$ cat config.mk
export PLATFORM = sky130hd
export DESIGN_NAME = dma_address_count_bank_flat
export DESIGN_NICKNAME = d
export VERILOG_FILES = /design/src/rtl/dma_regs_pkg.sv /design/src/rtl/dma_address_count_bank_if.sv /design/src/rtl/dma_channel_regs.sv /design/src/rtl/dma_address_count_bank.sv /design/src/flat_wrapper.sv
export SDC_FILE = /design/constraint.sdc
export NUM_CORES = 1
export LEC_CHECK = 0
export CORE_ASPECT_RATIO = 1.2
export CORE_MARGIN = 5
export CORE_UTILIZATION = 35
export CTS_CLUSTER_DIAMETER = 120
export DETAILED_ROUTE_END_ITERATION = 10
export PLACE_DENSITY = 0.57
export SLEW_MARGIN = 20
export SYNTH_ARGS = -nofsm -noshare
export SYNTH_HDL_FRONTEND = slang
export SYNTH_SLANG_ARGS = --single-unit
$ cat constraint.sdc
create_clock -name clock -period 8.9 [get_ports clock]
set_input_delay 0.89 -clock clock [delete_from_list [all_inputs] [get_ports clock]]
set_output_delay 0.89 -clock clock [all_outputs]
set_load 0.01 [all_outputs]
$ cat src/rtl/dma_regs_pkg.sv
// Shared definitions for the DMA address/count register bank.
//
// Contents:
//   - default widths and derived byte counts
//   - read_src_t: which register family drives the CPU read mux
//   - byte_count(): bytes in a register of a given width
//   - bp_width(): width of the shared byte pointer
//   - lowest_one_hot(): keeps only the lowest set bit of a strobe vector
//
// Optional feature macro used by the files that import this package:
//   DMA_BASE_READBACK_EN (base registers become readable).
package dma_regs_pkg;

  // Upper bound on channel count. lowest_one_hot() works on this width.
  localparam int MAX_CHANNELS = 32;

  localparam int DEFAULT_CHANNELS    = 4;
  localparam int DEFAULT_ADDR_WIDTH  = 16;
  localparam int DEFAULT_COUNT_WIDTH = 16;
  localparam int DEFAULT_ADDR_BYTES  = DEFAULT_ADDR_WIDTH / 8;
  localparam int DEFAULT_COUNT_BYTES = DEFAULT_COUNT_WIDTH / 8;

  typedef enum logic [2:0] {
    SRC_NONE,
    SRC_CUR_ADDR,
    SRC_CUR_COUNT,
    SRC_BASE_ADDR,
    SRC_BASE_COUNT
  } read_src_t;

  function automatic int byte_count(input int width);
    return width / 8;
  endfunction

  // A single-byte register still gets a 1-bit pointer so the port
  // never collapses to zero width.
  function automatic int bp_width(input int addr_width, input int count_width);
    int bytes;
    bytes = ((addr_width > count_width) ? addr_width : count_width) / 8;
    return (bytes <= 2) ? 1 : $clog2(bytes);
  endfunction

  // v & -v isolates the lowest set bit.
  function automatic logic [MAX_CHANNELS-1:0] lowest_one_hot(
    input logic [MAX_CHANNELS-1:0] v
  );
    return v & (~v + MAX_CHANNELS'(1));
  endfunction

endpackage

$ cat src/rtl/dma_address_count_bank_if.sv
// Signal bundle between the bus/command decoder plus transfer timing logic
// (master) and the DMA address/count register bank (slave).
//
// Access semantics: every strobe and next_word is a single-cycle qualifier
// sampled at the rising clock edge. The bank never back-pressures, so the
// ready side is implicitly always 1. A strobe held high for N edges is N
// accesses. Read data, underflow and transfer_address are combinational
// and valid in the same cycle as the strobes and select that produce them.
//
// With DMA_BASE_READBACK_EN defined, read_base_address and
// read_base_word_count are added (base-register read strobes).
interface dma_address_count_bank_if #(
  parameter int CHANNELS    = 4,
  parameter int ADDR_WIDTH  = 16,
  parameter int COUNT_WIDTH = 16
);
  logic [7:0]            internal_data_bus;
  logic [7:0]            read_address_or_count;
  logic [CHANNELS-1:0]   write_base_and_current_address;
  logic [CHANNELS-1:0]   write_base_and_current_word_count;
  logic [CHANNELS-1:0]   read_current_address;
  logic [CHANNELS-1:0]   read_current_word_count;
`ifdef DMA_BASE_READBACK_EN
  logic [CHANNELS-1:0]   read_base_address;
  logic [CHANNELS-1:0]   read_base_word_count;
`endif
  logic                  clear_byte_pointer;
  logic                  master_clear;
  logic [CHANNELS-1:0]   transfer_register_select;
  logic                  initialize_current_register;
  logic                  decrement_address_config;
  logic [CHANNELS-1:0]   auto_initialize_config;
  logic                  next_word;
  logic                  underflow;
  logic [ADDR_WIDTH-1:0] transfer_address;

  modport master (
    output internal_data_bus,
    output write_base_and_current_address,
    output write_base_and_current_word_count,
    output read_current_address,
    output read_current_word_count,
`ifdef DMA_BASE_READBACK_EN
    output read_base_address,
    output read_base_word_count,
`endif
    output clear_byte_pointer,
    output master_clear,
    output transfer_register_select,
    output initialize_current_register,
    output decrement_address_config,
    output auto_initialize_config,
    output next_word,
    input  read_address_or_count,
    input  underflow,
    input  transfer_address
  );

  modport slave (
    input  internal_data_bus,
    input  write_base_and_current_address,
    input  write_base_and_current_word_count,
    input  read_current_address,
    input  read_current_word_count,
`ifdef DMA_BASE_READBACK_EN
    input  read_base_address,
    input  read_base_word_count,
`endif
    input  clear_byte_pointer,
    input  master_clear,
    input  transfer_register_select,
    input  initialize_current_register,
    input  decrement_address_config,
    input  auto_initialize_config,
    input  next_word,
    output read_address_or_count,
    output underflow,
    output transfer_address
  );

endinterface

$ cat src/rtl/dma_channel_regs.sv
// One DMA channel's base/current address and base/current word-count
// registers, with byte-wise CPU load and per-word step logic.
//
// Ports:
//   clock, reset          rising-edge clock, async active-high reset
//   master_clear          synchronous clear of all four registers
//   write_address         load byte byte_pointer of base+current address
//   write_count           load byte byte_pointer of base+current count
//   byte_pointer, data    shared byte pointer and CPU write byte
//   initialize            current <- base
//   step                  one word transferred on this channel
//   decrement             address steps down when 1, up when 0
//   auto_initialize       reload from base instead of wrapping the count
//   current_address, current_count   current registers
//   base_address, base_count         only with DMA_BASE_READBACK_EN
//
// Priority, highest first: master_clear, CPU write, initialize, step.
module dma_channel_regs
  import dma_regs_pkg::*;
#(
  parameter int ADDR_WIDTH  = DEFAULT_ADDR_WIDTH,
  parameter int COUNT_WIDTH = DEFAULT_COUNT_WIDTH,
  parameter int BP_WIDTH    = bp_width(DEFAULT_ADDR_WIDTH, DEFAULT_COUNT_WIDTH)
) (
  input  logic                   clock,
  input  logic                   reset,
  input  logic                   master_clear,
  input  logic                   write_address,
  input  logic                   write_count,
  input  logic [BP_WIDTH-1:0]    byte_pointer,
  input  logic [7:0]             data,
  input  logic                   initialize,
  input  logic                   step,
  input  logic                   decrement,
  input  logic                   auto_initialize,
`ifdef DMA_BASE_READBACK_EN
  output logic [ADDR_WIDTH-1:0]  base_address,
  output logic [COUNT_WIDTH-1:0] base_count,
`endif
  output logic [ADDR_WIDTH-1:0]  current_address,
  output logic [COUNT_WIDTH-1:0] current_count
);

  localparam int ADDR_BYTES  = byte_count(ADDR_WIDTH);
  localparam int COUNT_BYTES = byte_count(COUNT_WIDTH);

`ifndef DMA_BASE_READBACK_EN
  logic [ADDR_WIDTH-1:0]  base_address;
  logic [COUNT_WIDTH-1:0] base_count;
`endif

  // A step on an exhausted count either wraps or restarts the block.
  logic reload;
  assign reload = step & auto_initialize & (current_count == '0);

  always_ff @(posedge clock or posedge reset) begin
    if (reset) begin
      base_address    <= '0;
      current_address <= '0;
      base_count      <= '0;
      current_count   <= '0;
    end else if (master_clear) begin
      base_address    <= '0;
      current_address <= '0;
      base_count      <= '0;
      current_count   <= '0;
    end else if (write_address || write_count) begin
      // A pointer beyond this register's width (narrower of the two
      // register kinds) selects no byte.
      for (int b = 0; b < ADDR_BYTES; b++) begin
        if (write_address && int'(byte_pointer) == b) begin
          base_address[b*8 +: 8]    <= data;
          current_address[b*8 +: 8] <= data;
        end
      end
      for (int b = 0; b < COUNT_BYTES; b++) begin
        if (write_count && int'(byte_pointer) == b) begin
          base_count[b*8 +: 8]    <= data;
          current_count[b*8 +: 8] <= data;
        end
      end
    end else if (initialize || reload) begin
      current_address <= base_address;
      current_count   <= base_count;
    end else if (step) begin
      current_address <= decrement ? current_address - ADDR_WIDTH'(1)
                                   : current_address + ADDR_WIDTH'(1);
      current_count   <= current_count - COUNT_WIDTH'(1);
    end
  end

endmodule

$ cat src/rtl/dma_address_count_bank.sv
// Base/current address and word-count register bank for a multi-channel
// DMA datapath. The CPU reaches the registers byte-serially through one
// shared byte pointer; the transfer engine steps the selected channel with
// next_word pulses.
//
// Ports:
//   clock, reset   rising-edge clock, async active-high reset
//   bus            dma_address_count_bank_if.slave: CPU data/strobes,
//                  byte-pointer clear, master clear, channel select,
//                  initialize, direction/auto-init config, next_word,
//                  read_address_or_count, underflow, transfer_address
//
// Optional feature: DMA_BASE_READBACK_EN adds base-register read strobes,
// served through the same pointer and mux below current-register reads.
//
// Multi-hot strobes/selects resolve to the lowest channel index. An
// address write strobe beats a coincident count write strobe; any write
// beats a read for byte-pointer movement while read data is still driven.
// CHANNELS must not exceed MAX_CHANNELS.
module dma_address_count_bank
  import dma_regs_pkg::*;
#(
  parameter int CHANNELS    = DEFAULT_CHANNELS,
  parameter int ADDR_WIDTH  = DEFAULT_ADDR_WIDTH,
  parameter int COUNT_WIDTH = DEFAULT_COUNT_WIDTH
) (
  input logic                     clock,
  input logic                     reset,
  dma_address_count_bank_if.slave bus
);

  localparam int ADDR_BYTES  = byte_count(ADDR_WIDTH);
  localparam int COUNT_BYTES = byte_count(COUNT_WIDTH);
  localparam int BP_WIDTH    = bp_width(ADDR_WIDTH, COUNT_WIDTH);
  localparam int MAX_WIDTH   = (ADDR_WIDTH > COUNT_WIDTH) ? ADDR_WIDTH : COUNT_WIDTH;
  localparam int MAX_BYTES   = MAX_WIDTH / 8;

  logic [CHANNELS-1:0] wa_oh, wc_oh, ra_oh, rc_oh, sel_oh;

  logic [ADDR_WIDTH-1:0]  current_address [CHANNELS];
  logic [COUNT_WIDTH-1:0] current_count   [CHANNELS];
`ifdef DMA_BASE_READBACK_EN
  logic [ADDR_WIDTH-1:0]  base_address    [CHANNELS];
  logic [COUNT_WIDTH-1:0] base_count      [CHANNELS];
  logic [CHANNELS-1:0]    ba_oh, bc_oh;
`endif

  logic [BP_WIDTH-1:0]  bp, bp_next;
  logic                 bp_advance;
  int                   acc_bytes, rd_bytes;
  read_src_t            rd_src;
  logic [MAX_WIDTH-1:0] rd_word;
  logic [7:0]           read_byte;
  logic [ADDR_WIDTH-1:0]  sel_address;
  logic [COUNT_WIDTH-1:0] sel_count;

  // Strobe arbitration.
  assign wa_oh  = CHANNELS'(lowest_one_hot(MAX_CHANNELS'(bus.write_base_and_current_address)));
  assign wc_oh  = CHANNELS'(lowest_one_hot(MAX_CHANNELS'(bus.write_base_and_current_word_count)))
                & {CHANNELS{~|wa_oh}};
  assign ra_oh  = CHANNELS'(lowest_one_hot(MAX_CHANNELS'(bus.read_current_address)));
  assign rc_oh  = CHANNELS'(lowest_one_hot(MAX_CHANNELS'(bus.read_current_word_count)));
  assign sel_oh = CHANNELS'(lowest_one_hot(MAX_CHANNELS'(bus.transfer_register_select)));
`ifdef DMA_BASE_READBACK_EN
  assign ba_oh  = CHANNELS'(lowest_one_hot(MAX_CHANNELS'(bus.read_base_address)));
  assign bc_oh  = CHANNELS'(lowest_one_hot(MAX_CHANNELS'(bus.read_base_word_count)));
`endif

  // Channel register files.
  for (genvar ch = 0; ch < CHANNELS; ch++) begin : g_channel
    dma_channel_regs #(
      .ADDR_WIDTH (ADDR_WIDTH),
      .COUNT_WIDTH(COUNT_WIDTH),
      .BP_WIDTH   (BP_WIDTH)
    ) u_regs (
      .clock          (clock),
      .reset          (reset),
      .master_clear   (bus.master_clear),
      .write_address  (wa_oh[ch]),
      .write_count    (wc_oh[ch]),
      .byte_pointer   (bp),
      .data           (bus.internal_data_bus),
      .initialize     (bus.initialize_current_register & sel_oh[ch]),
      .step           (bus.next_word & sel_oh[ch]),
      .decrement      (bus.decrement_address_config),
      .auto_initialize(bus.auto_initialize_config[ch]),
`ifdef DMA_BASE_READBACK_EN
      .base_address   (base_address[ch]),
      .base_count     (base_count[ch]),
`endif
      .current_address(current_address[ch]),
      .current_count  (current_count[ch])
    );
  end

  // Read source: current registers first, then base registers.
  always_comb begin
    rd_src = SRC_NONE;
    if (|ra_oh)      rd_src = SRC_CUR_ADDR;
    else if (|rc_oh) rd_src = SRC_CUR_COUNT;
`ifdef DMA_BASE_READBACK_EN
    else if (|ba_oh) rd_src = SRC_BASE_ADDR;
    else if (|bc_oh) rd_src = SRC_BASE_COUNT;
`endif
  end

  always_comb begin
    rd_word = '0;
    for (int ch = 0; ch < CHANNELS; ch++) begin
      if (rd_src == SRC_CUR_ADDR && ra_oh[ch])  rd_word = MAX_WIDTH'(current_address[ch]);
      if (rd_src == SRC_CUR_COUNT && rc_oh[ch]) rd_word = MAX_WIDTH'(current_count[ch]);
`ifdef DMA_BASE_READBACK_EN
      if (rd_src == SRC_BASE_ADDR && ba_oh[ch])  rd_word = MAX_WIDTH'(base_address[ch]);
      if (rd_src == SRC_BASE_COUNT && bc_oh[ch]) rd_word = MAX_WIDTH'(base_count[ch]);
`endif
    end
  end

  assign rd_bytes = (rd_src == SRC_CUR_ADDR || rd_src == SRC_BASE_ADDR) ? ADDR_BYTES : COUNT_BYTES;

  always_comb begin
    read_byte = 8'h00;
    for (int b = 0; b < MAX_BYTES; b++) begin
      if (rd_src != SRC_NONE && b < rd_bytes && int'(bp) == b) read_byte = rd_word[b*8 +: 8];
    end
  end

  assign bus.read_address_or_count = read_byte;

  // Byte pointer: one step per accessed edge, wrapping at the width of
  // whichever register that edge actually accessed.
  always_comb begin
    bp_advance = 1'b1;
    acc_bytes  = ADDR_BYTES;
    if (|wa_oh)                 acc_bytes  = ADDR_BYTES;
    else if (|wc_oh)            acc_bytes  = COUNT_BYTES;
    else if (rd_src == SRC_NONE) bp_advance = 1'b0;
    else                        acc_bytes  = rd_bytes;
    bp_next = (int'(bp) >= acc_bytes - 1) ? '0 : bp + BP_WIDTH'(1);
  end

  // clear_byte_pointer wins over the advance, but the access itself has
  // already used the old pointer this cycle.
  always_ff @(posedge clock or posedge reset) begin
    if (reset)                                         bp <= '0;
    else if (bus.master_clear || bus.clear_byte_pointer) bp <= '0;
    else if (bp_advance)                               bp <= bp_next;
  end

  // Selected-channel view for the transfer engine.
  always_comb begin
    sel_address = '0;
    sel_count   = '0;
    for (int ch = 0; ch < CHANNELS; ch++) begin
      if (sel_oh[ch]) begin
        sel_address = current_address[ch];
        sel_count   = current_count[ch];
      end
    end
  end

  assign bus.transfer_address = sel_address;
  assign bus.underflow = bus.next_word & ~bus.master_clear & (|sel_oh) & (sel_count == '0);

endmodule

$ cat src/flat_wrapper.sv
// flat-port wrapper written by rule: the top's interface ports become plain ports
module dma_address_count_bank_flat import dma_regs_pkg::*;
#(
  parameter int CHANNELS    = DEFAULT_CHANNELS,
  parameter int ADDR_WIDTH  = DEFAULT_ADDR_WIDTH,
  parameter int COUNT_WIDTH = DEFAULT_COUNT_WIDTH
)
  (clock, reset, bus_internal_data_bus, bus_write_base_and_current_address, bus_write_base_and_current_word_count, bus_read_current_address, bus_read_current_word_count, bus_clear_byte_pointer, bus_master_clear, bus_transfer_register_select, bus_initialize_current_register, bus_decrement_address_config, bus_auto_initialize_config, bus_next_word, bus_read_address_or_count, bus_underflow, bus_transfer_address);
  dma_address_count_bank_if #(.CHANNELS(CHANNELS), .ADDR_WIDTH(ADDR_WIDTH), .COUNT_WIDTH(COUNT_WIDTH)) bus_i ();
  input logic clock;
  input logic reset;
  input wire logic [$bits(bus_i.internal_data_bus)-1:0] bus_internal_data_bus;
  input wire logic [$bits(bus_i.write_base_and_current_address)-1:0] bus_write_base_and_current_address;
  input wire logic [$bits(bus_i.write_base_and_current_word_count)-1:0] bus_write_base_and_current_word_count;
  input wire logic [$bits(bus_i.read_current_address)-1:0] bus_read_current_address;
  input wire logic [$bits(bus_i.read_current_word_count)-1:0] bus_read_current_word_count;
  input wire logic [$bits(bus_i.clear_byte_pointer)-1:0] bus_clear_byte_pointer;
  input wire logic [$bits(bus_i.master_clear)-1:0] bus_master_clear;
  input wire logic [$bits(bus_i.transfer_register_select)-1:0] bus_transfer_register_select;
  input wire logic [$bits(bus_i.initialize_current_register)-1:0] bus_initialize_current_register;
  input wire logic [$bits(bus_i.decrement_address_config)-1:0] bus_decrement_address_config;
  input wire logic [$bits(bus_i.auto_initialize_config)-1:0] bus_auto_initialize_config;
  input wire logic [$bits(bus_i.next_word)-1:0] bus_next_word;
  output wire logic [$bits(bus_i.read_address_or_count)-1:0] bus_read_address_or_count;
  output wire logic [$bits(bus_i.underflow)-1:0] bus_underflow;
  output wire logic [$bits(bus_i.transfer_address)-1:0] bus_transfer_address;
  assign bus_i.internal_data_bus = bus_internal_data_bus;
  assign bus_i.write_base_and_current_address = bus_write_base_and_current_address;
  assign bus_i.write_base_and_current_word_count = bus_write_base_and_current_word_count;
  assign bus_i.read_current_address = bus_read_current_address;
  assign bus_i.read_current_word_count = bus_read_current_word_count;
  assign bus_i.clear_byte_pointer = bus_clear_byte_pointer;
  assign bus_i.master_clear = bus_master_clear;
  assign bus_i.transfer_register_select = bus_transfer_register_select;
  assign bus_i.initialize_current_register = bus_initialize_current_register;
  assign bus_i.decrement_address_config = bus_decrement_address_config;
  assign bus_i.auto_initialize_config = bus_auto_initialize_config;
  assign bus_i.next_word = bus_next_word;
  assign bus_read_address_or_count = bus_i.read_address_or_count;
  assign bus_underflow = bus_i.underflow;
  assign bus_transfer_address = bus_i.transfer_address;
  dma_address_count_bank #(.CHANNELS(CHANNELS), .ADDR_WIDTH(ADDR_WIDTH), .COUNT_WIDTH(COUNT_WIDTH)) u_core (.clock(clock), .reset(reset), .bus(bus_i));
endmodule
==> results of run 1 <==
where the power goes:
group,leakage [uW],switching (uW),internal (uW)
clock,0.000498,528,776
combinational,0.00473,720,495
sequential,0.00349,213,1250
state kept, by name (all words and copies together) (netlist names):
register,flops
u_core.bp,1
u_core.g_channel.u_regs.current_count,64
u_core.g_channel.u_regs.base_count,64
u_core.g_channel.u_regs.base_address,64
u_core.g_channel.u_regs.current_address,64
worst reg2reg max path, cell delays in order, from the launching register on:
cell and delay [ns]:
dfrtp_1 0.47, inv_1 0.10, ha_1 0.19, nor3b_1 0.63, nand3_1 0.20, o21bai_1 0.37, and2_1 0.69, nor2_1 0.37
a311oi_1 0.36, o22a_1 0.18
placed cells by master, fill, tap and decap left out, types with 29 or more instances in the layout:
master / synthesis / final
clkdlybuf4s50_1: 0 / 60
inv_1: 30 / 29
buf_4: 5 / 33
clkbuf_16: 0 / 31
a311oi_1: 30 / 30
a211oi_1: 49 / 49
nor2_1: 292 / 292
a21o_1: 30 / 30
o21ai_0: 115 / 115
nor3_1: 48 / 47
dfrtp_1: 257 / 257
nand2_1: 338 / 338
ha_1: 60 / 60
o211ai_1: 44 / 44
a221oi_1: 42 / 42
mux2i_1: 77 / 77
xnor2_1: 55 / 55
a21oi_1: 253 / 253
final cells by class:
| type | instances | area [sq um] |
|---|---|---|
| Sequential cell | 257 | 6430 |
| Clock buffer | 44 | 895 |
| Inverter | 31 | 124 |
| Fill cell | 5491 | 32000 |
| Multi-Input combinational cell | 1859 | 11400 |
| Tap cell | 705 | 882 |
| Antenna cell | 2 | 5.00 |
| Clock inverter | 9 | 125 |
| Timing Repair Buffer | 97 | 890 |
metrics by stage:
step / instance area [sq um] / hold slack, ns / utilization
2_1_floorplan: 18700 / 0.481 / -
3_3_place_gp: 19700 / 0.501 / 0.374
3_5_place_dp: 19700 / 0.511 / 0.374
4_1_cts: 20800 / 0.522 / 0.394
5_1_grt: 20800 / 0.540 / 0.394
6_report: 20800 / 0.518 / 0.394
final timing paths:
kind                                                                          from                                                          to  cells past startpoint
hold / removal                u_core.g_channel[1].u_regs.base_count[2]$_DFFE_PP0P_        u_core.g_channel[1].u_regs.base_count[2]$_DFFE_PP0P_                      2
setup reg to reg           u_core.g_channel[2].u_regs.current_count[0]$_DFFE_PP0P_    u_core.g_channel[2].u_regs.current_count[11]$_DFFE_PP0P_                      9
max in group asynchronous                                                    reset  u_core.g_channel[2].u_regs.current_address[10]$_DFFE_PP0P_                      3
min in group asynchronous                                                    reset      u_core.g_channel[3].u_regs.base_address[3]$_DFFE_PP0P_                      2
hold reg to reg               u_core.g_channel[1].u_regs.base_count[2]$_DFFE_PP0P_        u_core.g_channel[1].u_regs.base_count[2]$_DFFE_PP0P_                      2
setup / recovery                                       bus_read_current_address[1]                                bus_read_address_or_count[7]                      9
logic make-up after synthesis:
group,synth area share
compound gates,0.275
xor+xnor,0.0390
fa+ha+maj,0.0445
buf+inv,0.0465
flops,0.345
mux,0.0419
simple gates,0.209
metal layers:
layer	share of wire	wire length (um)
met1	0.42	31200
met2	0.45	33000
met3	0.075	5550
met4	0.057	4230
met5	0	0
==> metrics.csv, run 1 <==
metric,value,unit
fin_skew,0.0237,ns
placed_cells,2949,
via_count,18448,
totalWireLength,73.9,mm
layout_min_cycle_time,5.68,ns
final_cells,3004,
drive_gt1_frac,0.0609,
drc_errors,0,
initial_core_util,0.354,
relSlewSlack,0.267,
ir_worst_vdd,0.144,mV
place_hpwl,51.7,mm
layout_setup_ws,3.22,ns
syn_inst,2319,
path_common_cell,clkdlybuf4s50_1,
place_worst_setup_slack,3.36,ns
h-tree-depth,1,
worst_ep_arrival_time,4.79,ns
cts_num_sinks,257,
numCtsBuffers,30,
ys_seq_area_frac,0.345,
synth_nets,2422,
crit_family,simple AND/OR/NAND/NOR gates,
die_h,263,um
ys_ff_latch,257,
grt_antenna_before_repair,2,
yosysTopAreaCell,dfrtp_1,
grt_pass1_wl,112,mm
setup_viol,0,
crit_type,in -> out,
rsz0062_at_grt,false,
clk-insertion-delay-late,0.59,ns
fmax,176,MHz
power_density,192,nW/um^2
clock-root-buffer,clkbuf_16,
pin_count,64,
dieArea,58000,sq um
io_buffers,63,
cts_tree,yes,
worst_ep_required_time,8.01,ns
wl_per_cell,24.6,um
grt_overflow,0,
cts_setup_buffers,0,
first_pass_iters,9,
leakage,0.00871,uW
start_kind,input port,
hold_class,reg -> reg,
cts-resized-gates,0,
vias_per_cell,6.14,
synthToLayoutAreaGrowth,11.3,%
async_flop_share,1.00,
drt_iter0_markers,1805,
ctsHoldBuffers,0,
yosys_warnings,0,
ant_nets,0,
maxSlewViolCount,0,
yosysTopAreaCellShare,0.345,
grtUsageMet3,0.0355,
r2r_slack,5.29,ns
grt.met2_usage,0.379,
syn_area,18700,sq um
cp_max_fo,19,
tightestPinTransition,1.09,ns
fin_nets,2379,
track_usage,0.248,
syn_avg_cell_area,8.04,sq um
crit_chain,"clkdlybuf4s50_1, or4_1, nor2_1, a221oi_1, nand2_1, o21ai_0, a311oi_1, or3_1, clkdlybuf4s50_1",
cp-end-kind,output port,
core_area,52700,sq um
cp.buffers_inverters,2,
met1_usage,0.344,
die_x,221,um
synth.top_cells.by_area,"dfrtp_1 34%, nand2_1 6.8%, a21oi_1 6.8%",
synth_edf_count,0,
gp_congestion,0.999,
drv_cap,0,
grt_pass1_vias,17556,
yosys.cell_count.top_type,nand2_1,
clk_pin_slew,0.06,ns
grt_max_degree,144,
cp_slowest_cell,nor2_1,
grt_most_used_layer,met2,
cts_buffer_depth,3,
ys_types,97,
hold_viol_final,0,
synth_ff_type,dfrtp_1,
total_power,3980,uW
max_stage_delay,0.86,ns
status,finished clean,
rows,92,
min_period_over_period,0.638,
final.setup.tns,0,ns
synth_common_cells,"338 x nand2_1, 292 x nor2_1, 257 x dfrtp_1",
No activity file was read; power rests on OpenSTA's default activity.
==> inputs of run 2 (changes only) <==
--- a/config.mk
+++ b/config.mk
@@ -10,7 +10,7 @@
 export CORE_UTILIZATION = 35
 export CTS_CLUSTER_DIAMETER = 120
 export DETAILED_ROUTE_END_ITERATION = 10
-export PLACE_DENSITY = 0.57
+export PLACE_DENSITY = 0.59
 export SLEW_MARGIN = 20
 export SYNTH_ARGS = -nofsm -noshare
 export SYNTH_HDL_FRONTEND = slang
==> constraint.sdc (replaced) <==
create_clock -name clock -period 5 [get_ports clock]
set_input_delay 0.5 -clock clock [delete_from_list [all_inputs] [get_ports clock]]
set_output_delay 0.5 -clock clock [all_outputs]
set_load 0.01 [all_outputs]
==> metrics.csv, run 2 (synthesis results as in run 1) <==
metric,value,unit,change
status,finished clean,,unchanged
grt_max_degree,143,,was 144
crit_chain,"or4_4, nand2b_1, nand2b_1, a221o_1, a21oi_1, a21oi_1, a311oi_1, clkdlybuf4s50_1",,"was clkdlybuf4s50_1, or4_1, nor2_1, a221oi_1, nand2_1, o21ai_0, a311oi_1, or3_1, clkdlybuf4s50_1"
worst_ep_required_time,4.50,ns,was 8.01 ns
track_usage,0.244,,was 0.248
final_common_cell,nand2_1,,unchanged
vias_per_cell,6.15,,was 6.14
fin_skew,0.0248,ns,was 0.0237 ns
tightestPinTransition,1.12,ns,was 1.09 ns
final.setup.tns,0,ns,unchanged
grt_pass1_wl,111,mm,was 112 mm
layout_min_cycle_time,4.36,ns,
maxSlewViolCount,0,,unchanged
wl_per_cell,24.2,um,was 24.6 um
cts_setup_buffers,0,,unchanged
pin_count,64,,unchanged
r2r_slack,1.53,ns,was 5.29 ns
max_stage_delay,0.65,ns,was 0.86 ns
cp.buffers_inverters,1,,was 2
via_count,18615,,was 18448
synthToLayoutAreaGrowth,12.2,%,was 11.3%
h-tree-depth,1,,unchanged
cp_max_fo,7,,was 19
placed_cells,2970,,was 2949
initial_core_util,0.354,,unchanged
ir_worst_vdd,0.263,mV,was 0.144 mV
mostFrequentLayoutCells,"338 x nand2_1, 292 x nor2_1, 257 x dfrtp_1",,unchanged
hold_class,in -> reg,,was reg -> reg
die_x,221,um,unchanged
drive_gt1_frac,0.0703,,was 0.0609
final_cells,3025,,was 3004
start_kind,flip-flop,,was input port
crit_family,compound AO/OA/AOI/OAI gates,,was simple AND/OR/NAND/NOR gates
setup_viol,0,,unchanged
cp_slowest_cell,clkdlybuf4s50_1,,was nor2_1
crit_type,reg -> out,,was in -> out
fmax,229,MHz,
cts_num_sinks,257,,unchanged
cts-resized-gates,0,,unchanged
io_buffers,63,,unchanged
dieArea,58000,sq um,unchanged
cp-end-kind,output port,,unchanged
clk-insertion-delay-late,0.59,ns,about the same
ctsHoldBuffers,0,,unchanged
leakage,0.00882,uW,was 0.00871 uW
drt_iter0_markers,2003,,was 1805
min_period_over_period,0.873,,
hold_viol_final,0,,unchanged
ant_nets,0,,unchanged
grt_overflow,0,,unchanged
clk_pin_slew,0.06,ns,about the same
drc_errors,0,,unchanged
totalWireLength,73.2,mm,was 73.9 mm
power_density,337,nW/um^2,was 192 nW/um^2
fillers,5555,,was 5491
cts_buffer_depth,3,,unchanged
clock-root-buffer,clkbuf_16,,unchanged
drv_cap,0,,unchanged
rows,92,,unchanged
gp_congestion,0.948,,was 0.999
first_pass_iters,6,,was 9
rsz0062_at_grt,false,,unchanged
cts_tree,yes,,unchanged
place_hpwl,52.1,mm,was 51.7 mm
core_area,52700,sq um,unchanged
numCtsBuffers,31,,was 30
die_h,263,um,unchanged
worst_ep_arrival_time,3.86,ns,was 4.79 ns
grt_antenna_before_repair,1,,was 2
grt_pass1_vias,17892,,was 17556
relSlewSlack,0.254,,was 0.267
fin_nets,2401,,was 2379
run 2: worst paths after layout:
path	startpoint	end	cells after the start
hold / removal	bus_master_clear	u_core.g_channel[2].u_regs.base_address[4]$_DFFE_PP0P_	2
min in group asynchronous	reset	u_core.g_channel[2].u_regs.current_address[14]$_DFFE_PP0P_	2
setup / recovery	u_core.g_channel[1].u_regs.current_count[8]$_DFFE_PP0P_	bus_underflow	8
hold reg to reg	u_core.g_channel[3].u_regs.base_count[15]$_DFFE_PP0P_	u_core.g_channel[3].u_regs.base_count[15]$_DFFE_PP0P_	2
max in group asynchronous	reset	u_core.g_channel[3].u_regs.base_count[0]$_DFFE_PP0P_	3
setup reg to reg	u_core.g_channel[1].u_regs.current_address[0]$_DFFE_PP0P_	u_core.g_channel[1].u_regs.current_address[14]$_DFFE_PP0P_	8
run 2: cell type report:
| cell class | count | area [sq um] | share of cell area |
|---|---|---|---|
| Tap cell | 705 | 882 | 0.0421 |
| Antenna cell | 1 | 2.50 | 0.000120 |
| Multi-Input combinational cell | 1859 | 11400 | 0.544 |
| Sequential cell | 257 | 6430 | 0.307 |
| Clock buffer | 46 | 932 | 0.0445 |
| Inverter | 31 | 120 | 0.00574 |
| Timing Repair Buffer | 118 | 1100 | 0.0524 |
| Clock inverter | 8 | 73.8 | 0.00353 |
run 2: per-stage QoR:
stage	area (sq um)	hold WS, ns	util	power [uW]	setup WS, ns
detailed placement	19900	0.507	0.378	4780	0.854
floorplan	18700	0.481	-	4000	1.11
CTS	20900	0.377	0.397	7040	0.623
finish	20900	0.387	0.397	7050	0.636
global placement	19900	0.497	0.378	4750	0.886
global route	20900	0.417	0.397	7390	0.481
run 2: metal layers:
| layer | up-vias | GRT usage | wire [um] |
|---|---|---|---|
| met5 | - | 0 | 0 |
| met4 | 0 | 0.0921 | 3120 |
| met3 | 181 | 0.0311 | 5460 |
| met2 | 873 | 0.389 | 33600 |
| met1 | 9110 | 0.339 | 31000 |
| li1 | 8451 | - | - |
run 2: report_power, final:
group | internal (uW) | leakage, uW | switching (uW)
clock | 1330 | 0.000494 | 928
sequential | 2230 | 0.00349 | 375
combinational | 894 | 0.00484 | 1290
total | 4450 | 0.00882 | 2600
